File: src/rtl/high_level.sv
// Priority-queue demo core: LFSR fills a sorted 8-entry min-queue,
// then drains it in ascending order onto an RGB display.
module high_level (
  input  logic       clk,
  input  logic       rst,
  input  logic       start,
  output logic [7:0] data1,
  output logic [7:0] data2,
  output logic [2:0] red,
  output logic [2:0] green,
  output logic [2:0] blue,
  output logic       sigIDLE,
  output logic       sigSTART,
  output logic       sigADD,
  output logic       sigREMOVE,
  output logic       sigDISPLAY,
  output logic       sigFULL,
  output logic       sigEMPTY
);

  localparam int I_IDLE = 0;
  localparam int I_START = 1;
  localparam int I_ADD = 2;
  localparam int I_REM = 3;
  localparam int I_DISP = 4;

  localparam logic [4:0] S_IDLE = 5'b00001;
  localparam logic [4:0] S_START = 5'b00010;
  localparam logic [4:0] S_ADD = 5'b00100;
  localparam logic [4:0] S_REM = 5'b01000;
  localparam logic [4:0] S_DISP = 5'b10000;

  logic [4:0]      state_q, state_d;
  logic [3:0]      cnt_q, cnt_d;
  logic [1:0]      dcnt_q, dcnt_d;
  logic [7:0]      lfsr_q, lfsr_d;
  logic [7:0]      data1_q, data1_d;
  logic [7:0]      data2_q, data2_d;
  logic [7:0][7:0] pq_q, pq_d;
  logic [7:0][7:0] ins;
  logic [7:0]      above;
  logic [7:0]      lfsr_nx;

  assign lfsr_nx = {lfsr_q[6:0],
                    lfsr_q[7] ^ lfsr_q[5] ^ lfsr_q[4] ^ lfsr_q[3]};

  // Slots at/above the insertion point take their lower neighbour;
  // strict > keeps equal keys ahead of the new one.
  always_comb begin
    for (int i = 0; i < 8; i++) begin
      above[i] = (4'(i) >= cnt_q) || (pq_q[i] > lfsr_q);
    end
    ins[0] = above[0] ? lfsr_q : pq_q[0];
    for (int i = 1; i < 8; i++) begin
      if (!above[i]) ins[i] = pq_q[i];
      else if (above[i-1]) ins[i] = pq_q[i-1];
      else ins[i] = lfsr_q;
    end
  end

  always_comb begin
    state_d = state_q;
    cnt_d   = cnt_q;
    dcnt_d  = dcnt_q;
    lfsr_d  = lfsr_q;
    data1_d = data1_q;
    data2_d = data2_q;
    pq_d    = pq_q;
    unique case (1'b1)
      state_q[I_IDLE]: begin
        if (start) state_d = S_START;
      end
      state_q[I_START]: begin
        cnt_d   = '0;
        state_d = S_ADD;
      end
      state_q[I_ADD]: begin
        if (cnt_q != 4'd8) begin
          pq_d    = ins;
          cnt_d   = cnt_q + 4'd1;
          data1_d = lfsr_q;
          lfsr_d  = lfsr_nx;
        end
        if (cnt_q >= 4'd7) state_d = S_REM;
      end
      state_q[I_REM]: begin
        if (cnt_q != 4'd0) begin
          data2_d = pq_q[0];
          pq_d    = {8'h00, pq_q[7:1]};
          cnt_d   = cnt_q - 4'd1;
        end
        dcnt_d  = '0;
        state_d = S_DISP;
      end
      state_q[I_DISP]: begin
        dcnt_d = dcnt_q + 2'd1;
        if (dcnt_q == 2'd3) begin
          state_d = (cnt_q != 4'd0) ? S_REM : S_IDLE;
        end
      end
      default: state_d = S_IDLE;
    endcase
  end

  always_ff @(posedge clk or negedge rst) begin
    if (!rst) begin
      state_q <= S_IDLE;
      cnt_q   <= '0;
      dcnt_q  <= '0;
      lfsr_q  <= 8'hA5;
      data1_q <= '0;
      data2_q <= '0;
      pq_q    <= '0;
    end else begin
      state_q <= state_d;
      cnt_q   <= cnt_d;
      dcnt_q  <= dcnt_d;
      lfsr_q  <= lfsr_d;
      data1_q <= data1_d;
      data2_q <= data2_d;
      pq_q    <= pq_d;
    end
  end

  assign data1      = data1_q;
  assign data2      = data2_q;
  assign sigIDLE    = state_q[I_IDLE];
  assign sigSTART   = state_q[I_START];
  assign sigADD     = state_q[I_ADD];
  assign sigREMOVE  = state_q[I_REM];
  assign sigDISPLAY = state_q[I_DISP];
  assign sigFULL    = (cnt_q == 4'd8);
  assign sigEMPTY   = (cnt_q == 4'd0);
  assign red        = sigDISPLAY ? data2_q[7:5] : 3'd0;
  assign green      = sigDISPLAY ? data2_q[4:2] : 3'd0;
  assign blue       = sigDISPLAY ? {data2_q[1:0], 1'b0} : 3'd0;

endmodule

File: config.mk
export PLATFORM = sky130hd
export DESIGN_NAME = high_level
export DESIGN_NICKNAME = d
export VERILOG_FILES = /design/src/rtl/high_level.sv
export SDC_FILE = /design/constraint.sdc
export NUM_CORES = 1
export LEC_CHECK = 0
export ABC_CLOCK_PERIOD_IN_PS = 3700
export BUFFER_PORTS_ARGS = -buffer_cell sky130_fd_sc_hd__clkbuf_2
export CAP_MARGIN = 20
export CORE_MARGIN = 2
export CORE_UTILIZATION = 50
export DETAILED_ROUTE_END_ITERATION = 8
export GPL_ROUTABILITY_DRIVEN = 0
export GPL_TIMING_DRIVEN = 1
export PLACE_DENSITY_LB_ADDON = 0.25
export SETUP_SLACK_MARGIN = 0.02
export SYNTH_ARGS = -nofsm -noshare
export SYNTH_HDL_FRONTEND = slang
export SYNTH_SLANG_ARGS = --single-unit
File: constraint.sdc
create_clock -name clk -period 3.7 [get_ports clk]
set_clock_uncertainty 0.1 [all_clocks]
set_input_delay 0.185 -clock clk [delete_from_list [all_inputs] [get_ports clk]]
set_output_delay 0.185 -clock clk [all_outputs]
set_load 0.01 [all_outputs]
==> impl_metrics.env, run 1 <==
export IMPL_outcome="finished, final reports clean"
export IMPL_rsz0062_at_grt="no"
export IMPL_synth_avg_cell_area_um2=9.35
export IMPL_drt_iter0_markers=578
export IMPL_worstPathArrival_ps=3670
export IMPL_dieArea_um2=14500
export IMPL_grt_max_degree=68
export IMPL_coreArea_um2=13200
export IMPL_synth_seq_cells=95
export IMPL_hold_viol=0
export IMPL_insertion_delay_ps=360
export IMPL_syn_area_um2=6780
export IMPL_vias_per_cell=6.32
export IMPL_grt_pass1_wl_um=32600
export IMPL_ant_nets=0
export IMPL_crit_path_start_kind="register"
export IMPL_synth_edf_count=0
export IMPL_drt_total_wl_um=20200
export IMPL_crit_path_max_fanout=16
export IMPL_htreeDepth=3
export IMPL_tightest_slew_ps=900
export IMPL_synth_nets=797
export IMPL_gr_usage_all_layers_pct=29.2
export IMPL_path_class="reg2reg"
export IMPL_max_freq_mhz=288
export IMPL_routedWlPerCell_um=21.8
export IMPL_chipHeight_um=120
export IMPL_cts_buffers=9
export IMPL_worstRegToRegCells=9
export IMPL_worstReg2RegStart="lfsr_q[1]$_DFFE_PN0P_"
export IMPL_num_antenna_cells=0
export IMPL_worst_slack_ps=233
export IMPL_final_cell_area_um2=7420
export IMPL_hold_slack_ps=380
export IMPL_io_buffers=33
export IMPL_row_count=42
export IMPL_ys_warn_count=0
export IMPL_clock_sinks=95
export IMPL_crit_end="pq_q[39]$_DFFE_PN0P_"
export IMPL_hold_path_class="in2async"
export IMPL_clkTransAtPathRegs_ps=70
export IMPL_finalCritPeriodShare_pct=93.7
export IMPL_grt_ovfl_total=0
export IMPL_synthArstFlopShare_pct=100
export IMPL_cts_tree="done"
export IMPL_synth_cells=725
export IMPL_grt_pass1_vias=5882
export IMPL_max_cap_viol_count=0
export IMPL_vias=5856
export IMPL_drive_above_1_share_pct=15.8
export IMPL_fin_nets=818
export IMPL_die_width_um=120
export IMPL_crit_path_start="lfsr_q[1]$_DFFE_PN0P_"
export IMPL_layout_commonest_cell="dfrtp_1"
export IMPL_cp_data_required_time_ps=3900
export IMPL_mostFrequentLayoutCells="dfrtp_1 (89), nand2_1 (73), ha_1 (69), o21ai_0 (54), mux2i_1 (48)"
export IMPL_maxSlewViolCount=0
export IMPL_dpl_cell_area_um2=7100
export IMPL_ys_seq_area_share_pct=35.2
export IMPL_clockBufferDepth=2
export IMPL_dr_pass1_iters=5
export IMPL_maxSlewHeadroom_pct=40.0
export IMPL_pre_cts_slack_ps=273
export IMPL_start_util_pct=51.2
export IMPL_cts_root_buffer="clkbuf_16"
export IMPL_pin_count=35
export IMPL_setup_viol=0
export IMPL_cts_setup_buffers=0
export IMPL_grt_antenna_before_repair=0
export IMPL_synth_flop_cell="dfrtp_1"
export IMPL_hpwl_um=14300
export IMPL_cts_resized=0
export IMPL_drc_errors=0
export IMPL_critPathCaptureType="register"
export IMPL_final_min_clock_period_ps=3470
export IMPL_syn_to_final_growth_pct=9.53
export IMPL_tns_ps=0
export IMPL_reg2reg_to="pq_q[39]$_DFFE_PN0P_"
export IMPL_synth_distinct_cells=66
export IMPL_r2r_slack_ps=230
critical path, cell delays in order (launching register included):
cell      delay (ps)
dfrtp_1          670
inv_1            460
ha_1             430
nor2b_1          130
o211ai_1         100
a211oi_2         550
o31ai_2          120
buf_4            210
nor2_1           420
a211o_1          220
synthesized netlist by cell type, drive strengths merged, types with 3 or more instances:
| library cell | n | area, um^2 |
|---|---|---|
| nor3 | 12 | 82.6 |
| inv | 23 | 86.3 |
| o21a | 5 | 37.5 |
| a21o | 4 | 30.0 |
| nand2b | 18 | 128 |
| a211o | 10 | 87.6 |
| and2 | 26 | 163 |
| xnor2 | 3 | 26.3 |
| nand4 | 15 | 93.8 |
| nor2b | 11 | 68.8 |
| dfstp | 5 | 131 |
| o41ai | 3 | 63.8 |
| nor4 | 8 | 50.1 |
| dfrtp | 90 | 2250 |
| a221oi | 3 | 32.5 |
| o31ai | 17 | 133 |
| buf | 22 | 130 |
| a31o | 3 | 26.3 |
| o211ai | 7 | 52.6 |
| o21ai | 71 | 359 |
| a21oi | 38 | 194 |
| mux2i | 48 | 480 |
| ha | 69 | 863 |
| a22oi | 13 | 97.6 |
| or2 | 3 | 21.3 |
| or3 | 8 | 50.1 |
| nor2 | 37 | 141 |
| o32ai | 7 | 61.3 |
| clkbuf | 22 | 83.8 |
| nand2 | 73 | 274 |
| nand3 | 5 | 25.0 |
| mux2 | 24 | 274 |
| a211oi | 5 | 42.5 |
state kept, by name, summed over array words and instances (netlist names):
register  flops
dcnt_q        2
pq_q         64
data1         4
state_q       5
cnt_q         4
data2         8
lfsr_q        8
cells by family after synthesis:
group           count (synthesis)  share of synthesized area, %
flops                          95                          35.2
other cells                     1                        0.0553
buf+inv                        67                          4.43
xor+xnor                        3                         0.388
compound gates                198                          19.5
mux                            72                          11.1
fa+ha+maj                      69                          12.7
simple gates                  220                          16.6
routing by layer:
layer,wire length (um),global-route usage [%],vias up
met4,748,11.8,0
met3,1720,7.50,66
met5,0,0,-
met1,8620,39.5,2821
met2,9110,44.8,275
li1,-,-,2694
worst min path at each step:
stage,startpoint,to,slack [ps]
finish,rst,pq_q[59]$_DFFE_PN0P_,380
global route,data1[1]$_DFFE_PN0P_,data1[1]$_DFFE_PN0P_,420
floorplan,rst,cnt_q[0]$_DFFE_PN0P_,-210
detailed placement,rst,state_q[1]$_DFF_PN0_,270
CTS,data1[6]$_DFFE_PN0P_,data1[6]$_DFFE_PN0P_,380
global placement,rst,state_q[1]$_DFF_PN0_,260
stage by stage:
step	util, %	std cells
floorplan	-	725
global placement	53.6	909
detailed placement	53.6	909
CTS	56.1	927
global route	56.1	927
finish	56.1	927
repair_timing:
action	in CTS	in global routing
endpoints found under the hold margin	61	0
setup endpoints to repair	0	0
hold buffers	2	0
layout make-up:
type / count / area (um^2)
Sequential cell: 95 / 2380
Clock inverter: 7 / 82.6
Tap cell: 176 / 220
Inverter: 23 / 86.3
Timing Repair Buffer: 54 / 330
Clock buffer: 9 / 225
Fill cell: 1200 / 5820
Multi-Input combinational cell: 563 / 4090
Power of run 1 is left out: the tool's default activity adds up to more than one toggle a clock period on the data nets, which glitch-free logic cannot reach.
==> run 2: changes to the inputs <==
--- a/config.mk
+++ b/config.mk
@@ -8,6 +8,7 @@
 export ABC_CLOCK_PERIOD_IN_PS = 3700
 export BUFFER_PORTS_ARGS = -buffer_cell sky130_fd_sc_hd__clkbuf_2
 export CAP_MARGIN = 20
+export CORE_ASPECT_RATIO = 0.75
 export CORE_MARGIN = 2
 export CORE_UTILIZATION = 50
 export DETAILED_ROUTE_END_ITERATION = 8
==> impl_metrics.env, run 2 (synthesis gave the netlist of run 1 again) <==
export IMPL_grt_pass1_wl_um=31200
export IMPL_maxSlewHeadroom_pct=37.3
export IMPL_worstReg2RegStart="lfsr_q[4]$_DFFE_PN0P_"
export IMPL_clock_sinks=95
export IMPL_multi_input_area_um2=4090
export IMPL_hpwl_um=13900
export IMPL_fin_nets=815
export IMPL_drt_iter0_markers=694
export IMPL_grt_antenna_before_repair=0
export IMPL_die_width_um=138
export IMPL_setup_viol=0
export IMPL_worstPathArrival_ps=3420
export IMPL_rsz0062_at_grt="no"
export IMPL_mostFrequentLayoutCells="dfrtp_1 (90), nand2_1 (73), ha_1 (69), o21ai_0 (54), mux2i_1 (48)"
export IMPL_drt_total_wl_um=19100
export IMPL_syn_to_final_growth_pct=8.79
export IMPL_largest_reg_flops=64
export IMPL_htreeDepth=3
export IMPL_hold_start="data1[6]$_DFFE_PN0P_"
export IMPL_tightest_slew_ps=940
export IMPL_r2r_slack_ps=400
export IMPL_ant_nets=0
export IMPL_finalCritPeriodShare_pct=89.3
export IMPL_maxSlewViolCount=0
export IMPL_hold_end="data1[6]$_DFFE_PN0P_"
export IMPL_gr_usage_all_layers_pct=27.1
export IMPL_cts_setup_buffers=0
export IMPL_vias=5803
export IMPL_grt_pass1_vias=5728
export IMPL_max_freq_mhz=303
export IMPL_crit_family="compound AO/OA/AOI/OAI gates"
export IMPL_row_count=36
export IMPL_grt_max_degree=75
export IMPL_max_cap_viol_count=0
export IMPL_routedWlPerCell_um=20.8
export IMPL_cp_data_required_time_ps=3820
export IMPL_top_register="pq_q"
export IMPL_reg2reg_to="pq_q[46]$_DFFE_PN0P_"
export IMPL_outcome="finished, final reports clean"
export IMPL_worstRegToRegCells=9
export IMPL_cts_resized=0
export IMPL_insertion_delay_ps=350
export IMPL_num_antenna_cells=0
export IMPL_drc_errors=0
export IMPL_fillers=1122
export IMPL_cts_hold_buffers=2
export IMPL_pin_count=35
export IMPL_grt_ovfl_total=0
export IMPL_crit_path_max_incr_delay_ps=670
export IMPL_clkTransAtPathRegs_ps=70
export IMPL_cts_buffers=9
export IMPL_layout_commonest_cell="dfrtp_1"
export IMPL_hold_depth=2
export IMPL_crit_buf_inv=2
export IMPL_final_min_clock_period_ps=3300
export IMPL_start_util_pct=51.7
export IMPL_dr_pass1_iters=5
export IMPL_crit_path_start_kind="register"
export IMPL_dieArea_um2=14500
export IMPL_path_class="reg2reg"
export IMPL_tns_ps=0
export IMPL_crit_path_max_fanout=12
export IMPL_io_buffers=33
export IMPL_regArea_um2=2380
export IMPL_cts_root_buffer="clkbuf_16"
export IMPL_chipHeight_um=105
export IMPL_hold_viol=0
export IMPL_vias_per_cell=6.31
export IMPL_path_cells="inv_1, ha_1, nand4_1, nor2_1, a211oi_1, o41ai_4, buf_4, mux2i_1, o31ai_1"
export IMPL_cts_tree="done"
export IMPL_clockBufferDepth=2
export IMPL_hold_path_class="reg2reg"
export IMPL_drive_above_1_share_pct=15.4
export IMPL_coreArea_um2=13100
export IMPL_slowest_stage="dfrtp_1"
export IMPL_critPathCaptureType="register"
run 2: changes by cell type in the layout (fill, tap and decap cells not counted), sizes merged:
cell / delta
inv: +3
clkinvlp: -2
buf: -3
bufinv: -1
run 2: per-layer routing:
layer  global-route usage [%]  vias to the layer above  wire length [um]
li1                         -                     2696                 -
met1                     40.9                     2801              9300
met2                     38.4                      281              7830
met3                     7.24                       25              1680
met4                     6.85                        0               273
met5                        0                        -                 0
run 2: worst max-delay path by stage:
stage                                     start              endpoint  slack (ps)  cells after the start
after floorplan           lfsr_q[7]$_DFFE_PN1P_  pq_q[10]$_DFFE_PN0P_         810                      9
after global placement    lfsr_q[4]$_DFFE_PN0P_  pq_q[33]$_DFFE_PN0P_         670                      8
after detailed placement  lfsr_q[4]$_DFFE_PN0P_  pq_q[55]$_DFFE_PN0P_         550                      8
after CTS                 lfsr_q[4]$_DFFE_PN0P_  pq_q[46]$_DFFE_PN0P_         490                      9
after global routing      lfsr_q[4]$_DFFE_PN0P_  pq_q[46]$_DFFE_PN0P_         320                      9
final                     lfsr_q[4]$_DFFE_PN0P_  pq_q[46]$_DFFE_PN0P_         400                      9
run 2: stage by stage:
step | cell area, um^2 | util (%) | instances | setup WS [ps] | hold WS, ps
floorplan | 6780 | - | 725 | 807 | -211
detailed placement | 7070 | 53.9 | 901 | 551 | 301
finish | 7370 | 56.3 | 919 | 395 | 384
global placement | 7070 | 53.9 | 901 | 668 | 293
CTS | 7370 | 56.3 | 919 | 492 | 391
global route | 7370 | 56.3 | 919 | 316 | 410
run 2: final cells by class:
class	count	share of cell area, %
Clock inverter	7	0.848
Inverter	23	1.17
Timing Repair Buffer	51	4.17
Sequential cell	95	32.3
Tap cell	171	2.90
Clock buffer	9	3.05
Multi-Input combinational cell	563	55.5
run 2: worst reg2reg max path, cell delays in order (launching register included):
cell      delay, ps
dfrtp_1         670
inv_1           350
ha_1            390
nand4_1         150
nor2_1          210
a211oi_1        140
o41ai_4         560
buf_4           270
mux2i_1         240
o31ai_1          90
Power of run 2 is left out for the same reason.
